File: src/rtl/sdr_pkg.sv
// -----------------------------------------------------------------------------
// sdr_pkg
// Shared definitions for the SDRAM init/refresh sequencer:
//   - command encodings driven on {ras, cas, we} (active low)
//   - sequencer FSM state enumeration
//   - mode-register field positions and the PRECHARGE ALL address bit
//   - a small constant helper used to size counters
// -----------------------------------------------------------------------------
package sdr_pkg;

  localparam logic [2:0] CMD_NOP  = 3'b111;
  localparam logic [2:0] CMD_PRE  = 3'b010;
  localparam logic [2:0] CMD_AREF = 3'b001;
  localparam logic [2:0] CMD_MRS  = 3'b000;

  // Mode register layout: BL[2:0], BT[3] (kept 0), CL[6:4], M9 write-burst mode.
  localparam int MR_BL_LSB   = 0;
  localparam int MR_CL_LSB   = 4;
  localparam int MR_M9_BIT   = 9;
  localparam int PRE_ALL_BIT = 10;

  typedef enum logic [3:0] {
    PWR,
    PRE,
    PRE_W,
    AREF,
    AREF_W,
    MRS,
    MRS_W,
    IDLE,
    RPRE,
    RPRE_W,
    RREF,
    RREF_W
  } sdr_state_t;

  function automatic int max2(input int a, input int b);
    return (a > b) ? a : b;
  endfunction

endpackage

File: src/rtl/sdr_ref_sched.sv
// -----------------------------------------------------------------------------
// sdr_ref_sched
// Refresh credit scheduler: an interval counter that runs only while `run`
// is high and a saturating pending-refresh counter.
// Ports:
//   Sdr_clk, Rst   clock, asynchronous active-high reset
//   run            interval counter enable (init done)
//   inc_app        one-cycle application refresh credit
//   dec            one refresh issued this cycle
//   req            registered: pending > 0 while run
//   urgent         registered: pending == MAX_POSTPONE
//   pend           registered pending count
// -----------------------------------------------------------------------------
module sdr_ref_sched #(
  parameter int REF_INTERVAL = 780,
  parameter int MAX_POSTPONE = 8,
  parameter int SELF_REF_EN  = 1
) (
  input  logic       Sdr_clk,
  input  logic       Rst,
  input  logic       run,
  input  logic       inc_app,
  input  logic       dec,
  output logic       req,
  output logic       urgent,
  output logic [3:0] pend
);

  localparam int IW = (REF_INTERVAL > 1) ? $clog2(REF_INTERVAL) : 1;

  logic [IW-1:0] ivl_cnt;
  logic          wrap;
  logic          inc;
  logic [3:0]    pend_nxt;

  assign wrap = run && (ivl_cnt == IW'(REF_INTERVAL - 1));
  assign inc  = inc_app || (wrap && (SELF_REF_EN != 0));

  // The interval restarts from zero every time init completes.
  always_ff @(posedge Sdr_clk or posedge Rst) begin
    if (Rst)                ivl_cnt <= '0;
    else if (!run || wrap)  ivl_cnt <= '0;
    else                    ivl_cnt <= ivl_cnt + IW'(1);
  end

  // A credit and a decrement in the same cycle cancel each other.
  always_comb begin
    pend_nxt = pend;
    if (inc && !dec) begin
      if (pend != 4'(MAX_POSTPONE)) pend_nxt = pend + 4'd1;
    end else if (dec && !inc) begin
      if (pend != 4'd0) pend_nxt = pend - 4'd1;
    end
  end

  always_ff @(posedge Sdr_clk or posedge Rst) begin
    if (Rst) begin
      pend   <= 4'd0;
      req    <= 1'b0;
      urgent <= 1'b0;
    end else begin
      pend   <= pend_nxt;
      req    <= run && (pend_nxt != 4'd0);
      urgent <= (pend_nxt == 4'(MAX_POSTPONE));
    end
  end

endmodule

File: src/rtl/sdr_init_ref_ctrl.sv
// -----------------------------------------------------------------------------
// sdr_init_ref_ctrl
// SDRAM power-up initialisation and auto-refresh sequencer. Owns the shared
// command bus (Sdr_init_ref_vld) from the first PRECHARGE to the end of the
// last wait of an init or refresh sequence; drives NOP with zero ba/addr
// otherwise.
// Ports:
//   Sdr_clk, Rst          clock, asynchronous active-high reset
//   Sdr_init_req          re-initialisation pulse (honoured in IDLE only)
//   Sdr_init_mode         [2:0] burst length, [3] M9
//   Sdr_init_done         high once the mode register wait completes
//   App_ref_req           application refresh credit pulse
//   Sdr_ref_req/urgent    refresh request / pending counter saturated
//   Sdr_ref_pend          pending refresh count
//   Sdr_ref_ack           arbiter grant pulse
//   Sdr_rw_vld            read/write engine currently owns the bus
//   Sdr_init_ref_*        registered command bus outputs
// -----------------------------------------------------------------------------
module sdr_init_ref_ctrl
  import sdr_pkg::*;
#(
  parameter int ROW_WIDTH    = 12,
  parameter int BA_WIDTH     = 2,
  parameter int PWR_WAIT     = 20000,
  parameter int T_RP         = 3,
  parameter int T_RFC        = 7,
  parameter int T_MRD        = 2,
  parameter int INIT_REF_NUM = 8,
  parameter int CAS_LAT      = 3,
  parameter int REF_INTERVAL = 780,
  parameter int MAX_POSTPONE = 8,
  parameter int SELF_REF_EN  = 1
) (
  input  logic                  Sdr_clk,
  input  logic                  Rst,
  input  logic                  Sdr_init_req,
  input  logic [3:0]            Sdr_init_mode,
  output logic                  Sdr_init_done,
  input  logic                  App_ref_req,
  output logic                  Sdr_ref_req,
  output logic                  Sdr_ref_urgent,
  output logic [3:0]            Sdr_ref_pend,
  input  logic                  Sdr_ref_ack,
  input  logic                  Sdr_rw_vld,
  output logic                  Sdr_init_ref_vld,
  output logic                  Sdr_init_ref_ras,
  output logic                  Sdr_init_ref_cas,
  output logic                  Sdr_init_ref_we,
  output logic [BA_WIDTH-1:0]   Sdr_init_ref_ba,
  output logic [ROW_WIDTH:0]    Sdr_init_ref_addr
);

  localparam int WAIT_MAX = max2(max2(PWR_WAIT, T_RP), max2(T_RFC, T_MRD));
  localparam int WW       = $clog2(WAIT_MAX + 1);
  localparam int LW       = $clog2(INIT_REF_NUM + 1);

  sdr_state_t        state, state_nxt;
  logic [WW-1:0]     wait_cnt;
  logic [LW-1:0]     aref_cnt;
  logic              done_q, done_nxt;
  logic              vld_q;
  logic [2:0]        cmd_q, cmd_nxt;
  logic [ROW_WIDTH:0] addr_q, addr_nxt;
  logic [3:0]        ref_pend;
  logic              ref_dec;

  function automatic logic [ROW_WIDTH:0] mode_word(input logic [3:0] mode);
    logic [ROW_WIDTH:0] mr;
    mr                    = '0;
    mr[MR_BL_LSB +: 3]    = mode[2:0];
    mr[MR_CL_LSB +: 3]    = 3'(CAS_LAT);
    mr[MR_M9_BIT]         = mode[3];
    return mr;
  endfunction

  sdr_ref_sched #(
    .REF_INTERVAL (REF_INTERVAL),
    .MAX_POSTPONE (MAX_POSTPONE),
    .SELF_REF_EN  (SELF_REF_EN)
  ) u_sched (
    .Sdr_clk (Sdr_clk),
    .Rst     (Rst),
    .run     (done_q),
    .inc_app (App_ref_req),
    .dec     (ref_dec),
    .req     (Sdr_ref_req),
    .urgent  (Sdr_ref_urgent),
    .pend    (ref_pend)
  );

  // The pending count drops as each refresh command leaves the bus.
  assign ref_dec = (state == RREF);

  always_comb begin
    state_nxt = state;
    done_nxt  = done_q;
    case (state)
      PWR:    if (wait_cnt == WW'(PWR_WAIT)) state_nxt = PRE;
      PRE:    state_nxt = PRE_W;
      PRE_W:  if (wait_cnt == WW'(T_RP - 1)) state_nxt = AREF;
      AREF:   state_nxt = AREF_W;
      AREF_W: if (wait_cnt == WW'(T_RFC - 1))
                state_nxt = (aref_cnt == LW'(INIT_REF_NUM)) ? MRS : AREF;
      MRS:    state_nxt = MRS_W;
      MRS_W:  if (wait_cnt == WW'(T_MRD - 1)) begin
                state_nxt = IDLE;
                done_nxt  = 1'b1;
              end
      IDLE:   if (Sdr_init_req) begin
                // Re-init takes priority over a coincident grant.
                state_nxt = PRE;
                done_nxt  = 1'b0;
              end else if (Sdr_ref_ack && !Sdr_rw_vld && (ref_pend != 4'd0)) begin
                state_nxt = RPRE;
              end
      RPRE:   state_nxt = RPRE_W;
      RPRE_W: if (wait_cnt == WW'(T_RP - 1)) state_nxt = RREF;
      RREF:   state_nxt = RREF_W;
      // Credits that land during the drain are drained in the same burst.
      RREF_W: if (wait_cnt == WW'(T_RFC - 1))
                state_nxt = (ref_pend == 4'd0) ? IDLE : RREF;
      default: state_nxt = PWR;
    endcase
  end

  // Outputs are decoded from the next state so the command appears in the
  // same cycle the FSM enters the corresponding state.
  always_comb begin
    cmd_nxt  = CMD_NOP;
    addr_nxt = '0;
    case (state_nxt)
      PRE, RPRE: begin
        cmd_nxt               = CMD_PRE;
        addr_nxt[PRE_ALL_BIT] = 1'b1;
      end
      AREF, RREF: cmd_nxt = CMD_AREF;
      MRS: begin
        cmd_nxt  = CMD_MRS;
        addr_nxt = mode_word(Sdr_init_mode);
      end
      default: ;
    endcase
  end

  always_ff @(posedge Sdr_clk or posedge Rst) begin
    if (Rst) begin
      state    <= PWR;
      wait_cnt <= '0;
      aref_cnt <= '0;
      done_q   <= 1'b0;
      vld_q    <= 1'b0;
      cmd_q    <= CMD_NOP;
      addr_q   <= '0;
    end else begin
      state  <= state_nxt;
      done_q <= done_nxt;
      vld_q  <= (state_nxt != PWR) && (state_nxt != IDLE);
      cmd_q  <= cmd_nxt;
      addr_q <= addr_nxt;
      // Wait counter restarts on every state change; PWR counts from reset.
      if (state_nxt != state)  wait_cnt <= '0;
      else if (state != IDLE)  wait_cnt <= wait_cnt + WW'(1);
      if (state == PRE)        aref_cnt <= '0;
      else if (state == AREF)  aref_cnt <= aref_cnt + LW'(1);
    end
  end

  assign Sdr_init_done     = done_q;
  assign Sdr_ref_pend      = ref_pend;
  assign Sdr_init_ref_vld  = vld_q;
  assign Sdr_init_ref_ras  = cmd_q[2];
  assign Sdr_init_ref_cas  = cmd_q[1];
  assign Sdr_init_ref_we   = cmd_q[0];
  assign Sdr_init_ref_ba   = '0;
  assign Sdr_init_ref_addr = addr_q;

endmodule

File: config.mk
export PLATFORM = sky130hd
export DESIGN_NAME = sdr_init_ref_ctrl
export DESIGN_NICKNAME = d
export VERILOG_FILES = /design/src/rtl/sdr_pkg.sv /design/src/rtl/sdr_ref_sched.sv /design/src/rtl/sdr_init_ref_ctrl.sv
export SDC_FILE = /design/constraint.sdc
export NUM_CORES = 1
export LEC_CHECK = 0
export CORE_MARGIN = 4
export CORE_UTILIZATION = 30
export DETAILED_ROUTE_END_ITERATION = 12
export PLACE_DENSITY_LB_ADDON = 0.1
export SYNTH_ARGS = -nofsm -noshare
export SYNTH_HDL_FRONTEND = slang
export SYNTH_SLANG_ARGS = --single-unit
File: constraint.sdc
create_clock -name Sdr_clk -period 2.9 [get_ports Sdr_clk]
set_clock_uncertainty 0.15 [all_clocks]
set_input_delay 0.29 -clock Sdr_clk [delete_from_list [all_inputs] [get_ports Sdr_clk]]
set_output_delay 0.29 -clock Sdr_clk [all_outputs]
set_load 0.1 [all_outputs]
==> reports/results.tsv, run 1 <==
stage	metric	value	unit
routing	routed vias/inst	4.67	
routing	vias	2163	
synthesis	Yosys warnings	0	
power	Pwr Density	551	nW/um2
clock_tree	Post-CTS Setup Inserts	0	
critical_path	Critical Path End	u_sched.req	
critical_path	r2r setup slk	0.17	ns
routing	DRC	0	
critical_path	Critical path origin	u_sched.ivl_cnt[0]	
global_routing	largest net degree at the start of global routing	29	
flow_run	# Max-Cap Violations	0	
clock_tree	post-cts repair resize count	0	
die	Rows	35	
power	Worst VDD drop	0.317	mV
power	LEAKAGE	1.50	nW
synthesis	synthesized flop and latch total	50	
routing	DRT antenna net count	0	
final_layout	commonest non-fill, non-tap cell in the layout	dfrtp_1	
critical_path	CP Class	reg -> reg	
synthesis	number of library cell types mapped by synthesis	68	
synthesis	Synth async-reset ratio	100	%
clock_tree	root buffer cell	clkbuf_8	
clock_tree	CTS tree	yes	
global_routing	first-pass GRT wire length	10600	um
final_layout	share of cells above drive strength 1	21.9	%
synthesis	Yosys top cell by area	dfrtp_1	
clock_tree	Worst-Skew Late Latency	0.30	ns
die	starting density of the core	31.3	%
clock_tree	clock slew at reported path FFs	0.10	ns
placement	# port buffers	27	
die	Chip Width	107	um
timing	RSZ-0062 raised after global routing	no	
global_routing	number of global-route vias before repair	2157	
critical_path	FF-to-FF Start	u_sched.ivl_cnt[0]	
synthesis	Post-synth EDFFs	0	
synthesis	share of Yosys cell area claimed by the top area cell type	39.9	%
synthesis	Post-Syn Area	2950	um2
die	height of the die	107	um
timing	Final Setup Violations	0	
routing	initial DRC count	92	
synthesis	register area share after synthesis	42.5	%
global_routing	initial antenna violation count	0	
placement	dpl hpwl	4640	um
timing	Max-slew headroom	51.6	%
status	status	finished clean	
critical_path	Req. time, crit path	2.95	ns
critical_path	capture point of the worst reg-to-reg path	u_sched.req	
critical_path	Setup crit end kind	register	
die	die area	11500	um2
critical_path	Worst setup SP type	register	
routing	Initial DRT Pass Iterations	4	
final_layout	Area Overhead vs Synth	16.3	%
routing	WL final	6220	um
global_routing	GRT Util Overall	11.3	%
synthesis	ranking of synthesized cells by area	dfrtp_1, xor2_1, ha_1, nor2_1, nor3_2	
timing	Final Hold Viols	0	
critical_path	crit-path max FO	9	
routing	drt wl/cell	13.4	um
clock_tree	Max H-tree Level	2	
timing	fin crit period	2.73	ns
timing	Worst Tran Pin Value	0.716	ns
clock_tree	hold buffers post-CTS	0	
worst_hold_path	Hold WC Path Type	in -> async	
final_layout	final net count	352	
placement	pre-CTS WS	0.170	ns
final_layout	Ant. Diodes	0	
clock_tree	total CTS buffers	5	
critical_path	worst path arrival time	2.78	ns
clock_tree	deepest clock path buffer count	2	
synthesis	Main synth FF type	dfrtp_1	
clock_tree	Num Clock Sinks	50	
timing	max-slew violations	0	
timing	max frequency	367	MHz
die	Core Box Area	9420	um2
placement	Routability Congestion	0.758	
timing	Final Cycle Share	94.0	%
global_routing	gr ovfl total	0	
timing	worst setup margin	0.174	ns
synthesis	post-synthesis area per instance	9.77	um2
die	num ports	36	
critical_path	reg2reg path depth	7	
final_layout	commonest non-fill, non-tap cells in the layout	dfrtp_1, nor2_1, buf_4, nand2_1, nand3_1	
synthesis	Gate Count Post-Synth	302	
timing	Setup TNS	0	ns
[stage by stage]
step	instance area, um2	utilization (%)	std cells	power (mW)	hold slack [ns]
floorplan	2980	-	309	1.34	0.269
global placement	3340	35.5	455	1.50	0.317
detailed placement	3340	35.5	455	1.50	0.329
CTS	3430	36.5	463	1.93	0.206
global route	3430	36.5	463	1.98	0.247
finish	3430	36.5	463	1.89	0.191
[sequential cells by signal (all words and copies together) (netlist names)]
register and cells:
state 4, cmd_q 3, wait_cnt 15, u_sched.ivl_cnt 10, u_sched.req 1, aref_cnt 4, u_sched.urgent 1, Sdr_init_ref_vld 1
Sdr_init_done 1, u_sched.pend 4, Sdr_init_ref_addr 6
[logic make-up after synthesis]
| kind of cell | synth area share (%) |
|---|---|
| AOI/OAI and AO/OA | 10.2 |
| xor gates and xnor gates | 7.38 |
| adders and majority gates | 3.82 |
| buffers and inverters | 5.77 |
| DFF | 42.5 |
| muxes | 1.10 |
| other | 0.127 |
| and+or+nand+nor | 29.1 |
[worst min path at each step]
stage,startpoint,end,slack (ns),depth (start not counted)
2_1_floorplan,Sdr_init_mode[0],Sdr_init_ref_addr[0],0.27,1
3_3_place_gp,u_sched.ivl_cnt[0],u_sched.ivl_cnt[0],0.32,1
3_5_place_dp,u_sched.ivl_cnt[0],u_sched.ivl_cnt[0],0.33,1
4_1_cts,Rst,Sdr_init_ref_addr[9],0.21,2
5_1_grt,Rst,Sdr_init_ref_addr[1],0.25,2
6_report,Rst,Sdr_init_ref_addr[9],0.19,2
[final cells by class]
cell class / count / area (um2)
Clock inverter: 2 / 15.0
Inverter: 13 / 48.8
Fill cell: 960 / 5980
Tap cell: 129 / 161
Sequential cell: 50 / 1260
Clock buffer: 6 / 72.6
Timing Repair Buffer: 37 / 325
Multi-Input combinational cell: 226 / 1550
[synthesized netlist by cell type, drive strengths merged (2+ instances only)]
cell and number:
xnor2 9, o21ai 9, nor4 4, or3b 3, o22ai 2, inv 13
nand4 9, ha 9, or2 3, nor4bb 2, clkbuf 5, dfstp 3
nor3 24, mux2 2, and4 3, a21o 2, nor3b 3, nor2b 2
nand2b 2, a211oi 3, a21oi 7, o31ai 2, a31o 3, nand2 20
xor2 15, nand3b 3, dfrtp 47, nand3 18, nor2 28, buf 15
and2 7, and3 5
[metal layers]
metal / wire [um] / GRT usage [%] / share of wire, %
met1: 3110 / 15.5 / 50
met2: 2870 / 18.0 / 46
met3: 236 / 2.77 / 3.8
met4: 10 / 2.47 / 0.16
met5: 0 / 0 / 0
[critical path: stages, from the launching register on]
cell and delay (ns):
dfrtp_1 0.42, ha_1 0.25, and4_1 0.20, a41oi_1 0.60, mux2i_1 0.29, xnor2_1 0.10, or3b_1 0.37, o31a_1 0.25
[power breakdown]
group | internal [mW] | switching (mW) | leakage (nW)
clock | 0.171 | 0.243 | 0.0374
combinational | 0.182 | 0.506 | 0.820
sequential | 0.741 | 0.0496 | 0.644
Power figures use the tool's default switching activity.
==> run 2, diff against run 1 <==
PLACE_DENSITY_LB_ADDON = not set   (was 0.1)
==> run 2 against run 1 <==
Against the previous run: worst hold slack gained 0.0051 ns; combinational power rose by 10%; die area stayed put; setup slack gained 0.093 ns; clock power grew 22%; first-iteration DRC count is 12% higher; global-route usage about the same; register-to-register slack improved by 0.09 ns; sequential cell count stayed put; sequential share of layout area decreased by 0.69 points; routed wire length decreased by 0.72%; maximum frequency is 3.5% higher; critical path type unchanged.
==> reports/results.tsv, run 2 (synthesized netlist as in run 1, its figures left out) <==
stage	metric	value	unit	change
die	num ports	36		unchanged
critical_path	Worst path max stage delay	0.45	ns	was 0.60 ns
final_layout	Ant. Diodes	0		unchanged
timing	Final Hold Viols	0		unchanged
timing	RSZ-0062 raised after global routing	no		unchanged
timing	Final Setup Violations	0		unchanged
power	Worst VDD drop	0.440	mV	was 0.317 mV
clock_tree	hold buffers post-CTS	0		unchanged
clock_tree	deepest clock path buffer count	2		unchanged
clock_tree	Worst-Skew Late Latency	0.31	ns	was 0.30 ns
die	Core Box Area	9420	um2	unchanged
power	Pwr Density	579	nW/um2	was 551 nW/um2
die	height of the die	107	um	unchanged
critical_path	CP Class	reg -> reg		unchanged
global_routing	first-pass GRT wire length	10600	um	about the same
clock_tree	Num Clock Sinks	50		unchanged
critical_path	Critical Path Most Common Cell	inv_1		
critical_path	FF-to-FF Start	wait_cnt[0]		was u_sched.ivl_cnt[0]
clock_tree	clock slew at reported path FFs	0.10	ns	about the same
die	starting density of the core	31.3	%	unchanged
clock_tree	Max H-tree Level	2		unchanged
flow_run	# Max-Cap Violations	0		unchanged
global_routing	GRT Util Overall	11.3	%	about the same
critical_path	worst path arrival time	2.72	ns	was 2.78 ns
die	die area	11500	um2	unchanged
routing	WL final	6180	um	was 6220 um
routing	initial DRC count	103		was 92
clock_tree	root buffer cell	clkbuf_8		unchanged
routing	routed vias/inst	4.84		was 4.67
final_layout	Non-Filler Instances	468		was 463
routing	vias	2267		was 2,163
die	Chip Width	107	um	unchanged
placement	# port buffers	27		unchanged
clock_tree	total CTS buffers	5		unchanged
timing	Final Cycle Share	90.8	%	was 94.0%
clock_tree	CTS tree	yes		unchanged
routing	DRT antenna net count	0		unchanged
final_layout	FILL cells	964		was 960
power	Final Power	2.03	mW	was 1.89 mW
global_routing	initial antenna violation count	0		unchanged
final_layout	commonest non-fill, non-tap cell in the layout	dfrtp_1		unchanged
global_routing	gr ovfl total	0		unchanged
placement	placed cell count	460		was 455
critical_path	Req. time, crit path	2.98	ns	was 2.95 ns
critical_path	Worst setup SP type	register		unchanged
timing	max-slew violations	0		unchanged
timing	fin crit period	2.63	ns	was 2.73 ns
placement	Routability Congestion	0.769		was 0.758
final_layout	Area Overhead vs Synth	18.6	%	was 16.3%
final_layout	final net count	357		was 352
critical_path	Critical path origin	wait_cnt[0]		was u_sched.ivl_cnt[0]
power	LEAKAGE	1.54	nW	was 1.50 nW
timing	Worst Tran Pin Value	0.606	ns	was 0.716 ns
timing	max frequency	380	MHz	was 367 MHz
timing	Max-slew headroom	59.6	%	was 51.6%
status	status	finished clean		unchanged
final_layout	largest register by flop count	wait_cnt		unchanged
global_routing	largest net degree at the start of global routing	27		was 29
global_routing	number of global-route vias before repair	2224		was 2,157
final_layout	share of cells above drive strength 1	23.3	%	was 21.9%
final_layout	max FFs per register	15		unchanged
routing	drt wl/cell	13.2	um	was 13.4 um
die	Rows	35		unchanged
critical_path	Setup crit end kind	register		unchanged
final_layout	commonest non-fill, non-tap cells in the layout	dfrtp_1, buf_4, nor2_1, nand2_1, nand3_1		was dfrtp_1, nor2_1, buf_4, nand2_1, nand3_1
critical_path	critical-path cell list	inv_1 > ha_1 > nor4bb_1 > and4_4 > a211oi_4 > nor4_4 > buf_4 > inv_1 > and2_1 > a311oi_2		was ha_1 > and4_1 > a41oi_1 > mux2i_1 > xnor2_1 > or3b_1 > o31a_1
critical_path	crit-path max FO	6		was 9
routing	DRC	0		unchanged
routing	Initial DRT Pass Iterations	4		unchanged
timing	Setup TNS	0	ns	unchanged
worst_hold_path	Hold WC Path Type	in -> async		unchanged
placement	dpl hpwl	4490	um	was 4640 um
critical_path	Critical-path top delay cell	dfrtp_1		was a41oi_1
-- run 2: changes by cell type in the layout (fill, tap and decap cells not counted) --
| cell | delta |
|---|---|
| clkinvlp_4 | -1 |
| buf_12 | -1 |
| a41oi_2 | +1 |
| xnor2_2 | -1 |
| xnor2_4 | +1 |
| buf_4 | +6 |
| a41oi_1 | -1 |
| bufinv_16 | +1 |
-- run 2: path summary, 6_finish.rpt --
path	endpoint	slack, ns	cells after the start
min in group Sdr_clk	u_sched.ivl_cnt[0]	0.35	1
max	cmd_q[1]	0.27	10
max in group asynchronous	u_sched.pend[1]	1.86	3
max reg2reg	cmd_q[1]	0.27	10
min	u_sched.pend[3]	0.20	2
min reg2reg	u_sched.ivl_cnt[0]	0.35	1
-- run 2: metrics by stage --
| stage | utilization (%) | cell area [um2] | worst slack, ns | hold WS (ns) |
|---|---|---|---|---|
| after floorplan | - | 2980 | 0.127 | 0.269 |
| after global placement | 35.8 | 3370 | 0.150 | 0.330 |
| after detailed placement | 35.8 | 3370 | 0.119 | 0.344 |
| after CTS | 37.0 | 3480 | 0.0834 | 0.216 |
| after global routing | 37.2 | 3500 | 0.0322 | 0.247 |
| final | 37.2 | 3500 | 0.267 | 0.196 |
-- run 2: power by group --
group,switching [mW],internal (mW)
Sequential,0.0222,0.741
Clock,0.246,0.258
Combinational,0.550,0.209
-- run 2: repair_timing --
item                       4_1_cts  5_1_grt
resized for setup                0        2
setup buffers                    0        0
setup endpoints to repair        0       17
-- run 2: critical path, delay by kind of cell (launching register included) --
kind                       cells  cell delay, ns
AOI/OAI and AO/OA              2            0.33
buffers and inverters          3            0.39
adders and majority gates      1            0.20
DFF                            1            0.45
and+or+nand+nor                4            1.02
-- run 2: cell type report --
cell class | instances | area [um2] | area share, %
multi-input combinational | 226 | 1570 | 44.9
sequential | 50 | 1260 | 35.9
clock buffer | 6 | 72.6 | 2.07
clock inverter | 2 | 37.5 | 1.07
timing repair buffer | 42 | 350 | 10.0
tap | 129 | 161 | 4.61
inverter | 13 | 48.8 | 1.39
-- run 2: metal layers --
metal / up-vias / global-route usage (%) / part of all wire (%)
met3: 6 / 3.25 / 6.3
met5: - / 0 / 0
met4: 0 / 3.29 / 0.94
met2: 50 / 17.3 / 44
li1: 1118 / - / -
met1: 1093 / 15.3 / 49
==> run 3, diff against run 2 <==
RECOVER_POWER = 100   (was not set)
==> run 3 against run 2 <==
Against the previous run: setup slack worse by 0.019 ns; clock power barely moved; sequential cell count is the same; worst hold slack improved by 0.16 ns; sequential power hardly changed; combinational power shrank 5.8%; critical path type unchanged.
==> reports/results.tsv, run 3 (synthesized netlist as in run 1, its figures left out) <==
stage	metric	value	unit	change
global_routing	largest net degree at the start of global routing	27		unchanged
clock_tree	root buffer cell	clkbuf_8		unchanged
die	Core Box Area	9420	um2	unchanged
timing	Final Hold Viols	0		unchanged
final_layout	Area Overhead vs Synth	14.5	%	was 18.6%
final_layout	largest register by flop count	wait_cnt		unchanged
clock_tree	Max H-tree Level	2		unchanged
final_layout	area occupied by multi-input gates	1540	um2	was 1570 um2
timing	max-slew violations	0		unchanged
critical_path	CP Class	reg -> reg		unchanged
die	starting density of the core	31.3	%	unchanged
die	height of the die	107	um	unchanged
routing	Initial DRT Pass Iterations	4		unchanged
clock_tree	total CTS buffers	5		unchanged
timing	Final Cycle Share	91.4	%	was 90.8%
die	Rows	35		unchanged
die	num ports	36		unchanged
routing	met2 wire len	2700	um	was 2720 um
die	Chip Width	107	um	unchanged
global_routing	gr ovfl total	0		unchanged
critical_path	Critical Path Most Common Cell	inv_1		unchanged
power	Pwr Density	586	nW/um2	was 579 nW/um2
clock_tree	clock slew at reported path FFs	0.10	ns	about the same
placement	# port buffers	27		unchanged
clock_tree	deepest clock path buffer count	2		unchanged
final_layout	max FFs per register	15		unchanged
timing	Setup TNS	0	ns	unchanged
routing	DRC	0		unchanged
final_layout	commonest non-fill, non-tap cells in the layout	dfrtp_1, nor2_1, nand2_1, nor3_1, clkbuf_1		was dfrtp_1, buf_4, nor2_1, nand2_1, nand3_1
final_layout	commonest non-fill, non-tap cell in the layout	dfrtp_1		unchanged
clock_tree	CTS tree	yes		unchanged
power	LEAKAGE	1.44	nW	was 1.54 nW
clock_tree	Num Clock Sinks	50		unchanged
worst_hold_path	Hold WC Path Type	reg -> reg		was in -> async
routing	Max Used Layer	met4		unchanged
routing	M1 WL	3090	um	was 3010 um
final_layout	FILL cells	989		was 964
timing	fin crit period	2.65	ns	was 2.63 ns
timing	RSZ-0062 raised after global routing	no		unchanged
power	Final Power	1.98	mW	was 2.03 mW
critical_path	Worst path max stage delay	0.45	ns	about the same
power	Worst VDD drop	0.380	mV	was 0.440 mV
critical_path	crit-path max FO	6		unchanged
final_layout	Ant. Diodes	0		unchanged
final_layout	share of cells above drive strength 1	15.3	%	was 23.3%
final_layout	final net count	357		unchanged
routing	routed vias/inst	4.81		was 4.84
routing	WL final	6210	um	was 6180 um
global_routing	initial antenna violation count	0		unchanged
routing	met3 WL post-DR	373	um	was 388 um
critical_path	worst path arrival time	2.73	ns	was 2.72 ns
critical_path	Worst setup SP type	register		unchanged
routing	vias	2250		was 2,267
global_routing	number of global-route vias before repair	2224		unchanged
timing	Final Setup Violations	0		unchanged
status	status	finished clean		unchanged
final_layout	register area	1260	um2	unchanged
critical_path	Critical-path top delay cell	dfrtp_1		unchanged
timing	Worst Tran Pin Value	1.19	ns	was 0.606 ns
die	die area	11500	um2	unchanged
clock_tree	Worst-Skew Late Latency	0.31	ns	about the same
routing	drt wl/cell	13.3	um	was 13.2 um
timing	Max-slew headroom	20.8	%	was 59.6%
clock_tree	hold buffers post-CTS	0		unchanged
timing	max frequency	377	MHz	was 380 MHz
critical_path	Setup crit end kind	register		unchanged
global_routing	GRT Util Overall	11.3	%	unchanged
critical_path	critical-path cell list	inv_1 > ha_1 > nor4bb_1 > and4_4 > a211oi_4 > nor4_4 > buf_4 > inv_1 > and2_1 > a311oi_2		unchanged
routing	DRT antenna net count	0		unchanged
critical_path	delay-heaviest family, CP	simple AND/OR/NAND/NOR gates		unchanged
critical_path	r2r setup slk	0.25	ns	was 0.27 ns
routing	initial DRC count	100		was 103
critical_path	WP buf/inv	3		unchanged
flow_run	# Max-Cap Violations	0		unchanged
placement	dpl hpwl	4490	um	unchanged
global_routing	first-pass GRT wire length	10600	um	unchanged
placement	Routability Congestion	0.769		unchanged
critical_path	Req. time, crit path	2.98	ns	about the same
## run 3: changes by cell type in the layout (fill, tap and decap cells not counted), moves of 2 or more
cell / delta
and2_0: +6
and2_1: -6
buf_4: -20
clkbuf_1: +19
clkbuf_2: +2
nor3_1: +6
nor3_2: -6
## run 3: report_power, final
part           switching (mW)  internal (mW)  leakage (nW)
logic                   0.549          0.166         0.744
registers              0.0215          0.741         0.644
clock network           0.244          0.258        0.0514
## run 3: final timing paths
path | from | endpoint | cells after the start
max | wait_cnt[0] | cmd_q[1] | 10
min | u_sched.ivl_cnt[0] | u_sched.ivl_cnt[0] | 1
max reg2reg | wait_cnt[0] | cmd_q[1] | 10
min reg2reg | u_sched.ivl_cnt[0] | u_sched.ivl_cnt[0] | 1
max in group asynchronous | Rst | u_sched.pend[1] | 3
min in group asynchronous | Rst | u_sched.pend[3] | 2
## run 3: stage by stage
| step | hold WS, ns | cells | utilization [%] | instance area (um2) | setup slack [ns] |
|---|---|---|---|---|---|
| CTS | 0.216 | 468 | 37.0 | 3480 | 0.0834 |
| global route | 0.370 | 468 | 35.9 | 3380 | 0.0268 |
| finish | 0.352 | 468 | 35.9 | 3380 | 0.249 |
| floorplan | 0.269 | 309 | - | 2980 | 0.127 |
| global placement | 0.330 | 460 | 35.8 | 3370 | 0.150 |
| detailed placement | 0.344 | 460 | 35.8 | 3370 | 0.119 |
## run 3: timing repair
action | CTS | global route
resized for setup | 0 | 2
setup endpoints to repair | 0 | 17
buffers inserted | 0 | 0
## run 3: area by class of cell
class	count	share of cell area (%)
Clock inverter	2	1.11
Clock buffer	6	2.15
Multi-Input combinational cell	226	45.5
Timing Repair Buffer	42	7.74
Inverter	13	1.44
Sequential cell	50	37.2
Tap cell	129	4.78
## run 3: per-layer routing
metal | track usage (%) | vias to the layer above
li1 | - | 1122
met5 | 0 | -
met1 | 15.3 | 1082
met4 | 3.29 | 0
met2 | 17.3 | 41
met3 | 3.25 | 5
==> edit, RTL diff (flow settings as in run 2) <==
Change the parameter `BA_WIDTH` from 2 to 3.
--- a/src/rtl/sdr_init_ref_ctrl.sv
+++ b/src/rtl/sdr_init_ref_ctrl.sv
@@ -21,5 +21,5 @@
 #(
   parameter int ROW_WIDTH    = 12,
-  parameter int BA_WIDTH     = 2,
+  parameter int BA_WIDTH     = 3,
   parameter int PWR_WAIT     = 20000,
   parameter int T_RP         = 3,
Interface: changed (resized Sdr_init_ref_ba); port bits go from 36 to 37. No check against the original RTL was run, so the function may have changed too.
==> edit against run 2 <==
Clock power hardly changed. Power is 0.30% lower. Die area is 0.23% higher. Routed wire length is 0.57% higher. Cell area is 0.29% lower. Maximum frequency is 3.4% lower. First-iteration DRC count is 7.8% higher. Largest cell class unchanged. Utilization is 0.11 points lower. Sequential power is 0.9% higher. Sequential cell count stayed put. Largest power group unchanged. Synthesized area is 0.25% higher. Via count is 0.44% higher. Worst setup slack worse by 0.092 ns.
==> edit: results (changes against run 2) <==
Detailed routing
  – Drt pass-1 iters: 4 (unchanged)
  – Routed length on met3: 320 µm (-18%)
  – Detailed-route via count: 2277 (+0.44%)
  – Highest metal used: met4
  – Initial drt markers: 111 (+7.8%)
  – Drt total wl: 6210 µm (+0.57%)
  – Met2 Wirelength: 2780 µm (+2.2%)
  – M1 wire length: 3070 µm (+1.8%)

Finish
  – Share of layout cells above drive strength 1: 23.8% (+0.45 points)
  – Top reg by flops: wait_cnt
  – Final nets: 359 (+0.56%)
  – Fillers: 939 (-2.6%)
  – Diodes inserted: 0 (unchanged)
  – Max reg flops: 15 (unchanged)

Clocking
  – Worst-skew pair later-pin latency: 0.31 ns (about the same)
  – Reg clk slew, reported paths: 0.10 ns (about the same)
  – H-tree depth: 2 (unchanged)
  – CTS Buf Count: 5 (unchanged)
  – Clock root buffer: clkbuf_8
  – CTS max path bufs: 2 (unchanged)
  – Post-CTS setup buffer count: 0 (unchanged)
  – Post-CTS sizing: 0 (unchanged)

Placed design
  – Final Wtd Congestion: 0.795 (+3.3%)
  – Detailed placement HPWL: 4550 µm (+1.4%)
  – DP Area: 0.00337 mm² (about the same)
  – DP Worst Slack: 0.131 ns (+0.0114 ns)
  – I/O Buffers: 27 (unchanged)

Run status
  – Status: finished clean

Critical path
  – Largest stage delay on the critical path: 0.75 ns (+0.30 ns)
  – CP max-delay cell: xnor2_2
  – Data arrival time of the critical path: 2.73 ns (about the same)
  – CP Max Fanout: 15 (+9)
  – Delay-heaviest family, CP: XOR/XNOR gates
  – Critical path startpoint: wait_cnt[0]$_DFFE_PP0P_

Synth
  – Asr flop ratio synth: 100% (unchanged)
  – Main synth FF type: dfrtp_1
  – Ranking of synthesized cells by area: dfrtp_1 40%, xor2_1 4.4%, ha_1 3.8%
  – Post-synth top cells: 47 x dfrtp_1, 28 x nor2_1, 20 x nand2_1
  – Yosys warns: 0 (unchanged)
  – Register area share after synthesis: 42.4% (-0.11 points)
  – Unique masters post-synth: 68 (unchanged)

Timing
  – Rel. slew slack: 34.7% (-25 points)
  – Finish-stage setup viols: 0 (unchanged)

GRT
  – All-Layer GR Usage: 11.2% (-0.045 points)
  – Met3 usage: 2.82% (-0.43 points)
  – Pin count of the biggest net entering global routing: 35 (+30%)
  – Vias in the first global route: 2188 (-1.6%)
  – Initial antenna violation count: 0 (unchanged)
  – GR Util met1: 15.7% (+0.33 points)
  – First-pass GRT wire length: 10600 µm (-0.33%)
  – Grt ovf: 0 (unchanged)
  – M2 GR Usage: 17.6% (+0.27 points)

Pwr
  – Peak VDD IR: 0.379 mV (-14%)
  – Leakage power: 1.55 nW (+0.59%)

Worst hold path
  – Class of the worst hold path: in2async
==> edit: cell count changes after synthesis, sizes merged <==
cell	run 2	this run
buf	15	16
==> edit: kinds of logic after synthesis <==
logic type | count (synthesis) | share of synthesized area [%]
flip-flops | 50 | 42.4
other | 1 | 0.127
AND/OR/NAND/NOR | 142 | 29.0
multiplexers | 3 | 1.10
AO/OA/AOI/OAI | 40 | 10.2
buffers and inverters | 34 | 6.01
adder cells (fa/ha/maj) | 9 | 3.81
XOR/XNOR | 24 | 7.36
==> edit: final cells by class <==
| cell class | instances | share of cell area (%) |
|---|---|---|
| clock buffers | 5 | 1.97 |
| clock inverters | 3 | 1.26 |
| inverters | 13 | 1.40 |
| multi-input cells | 227 | 44.8 |
| flip-flops and latches | 50 | 36.0 |
| well taps | 129 | 4.63 |
| repair buffers | 43 | 9.90 |
==> edit: where the power goes <==
group / internal, mW / switching, mW
registers: 0.741 / 0.0293
clock network: 0.259 / 0.244
logic: 0.200 / 0.547
total: 1.20 / 0.820
==> edit: stage by stage <==
step	power, mW	util [%]	cells
2_1_floorplan	1.35	-	311
3_3_place_gp	1.52	35.8	462
3_5_place_dp	1.53	35.8	462
4_1_cts	2.04	37.0	470
5_1_grt	2.12	37.0	470
6_report	2.02	37.0	470
==> edit: path summary, 6_finish.rpt <==
path	to	slack [ns]	cells after the start
setup / recovery	wait_cnt[12]$_DFFE_PP0P_	0.18	8
setup reg to reg	wait_cnt[12]$_DFFE_PP0P_	0.18	8
min in group Sdr_clk	u_sched.ivl_cnt[0]$_DFF_PP0_	0.33	1
hold reg to reg	u_sched.ivl_cnt[0]$_DFF_PP0_	0.33	1
hold / removal	u_sched.pend[2]$_DFF_PP0_	0.26	2
max in group asynchronous	wait_cnt[14]$_DFFE_PP0P_	1.72	3
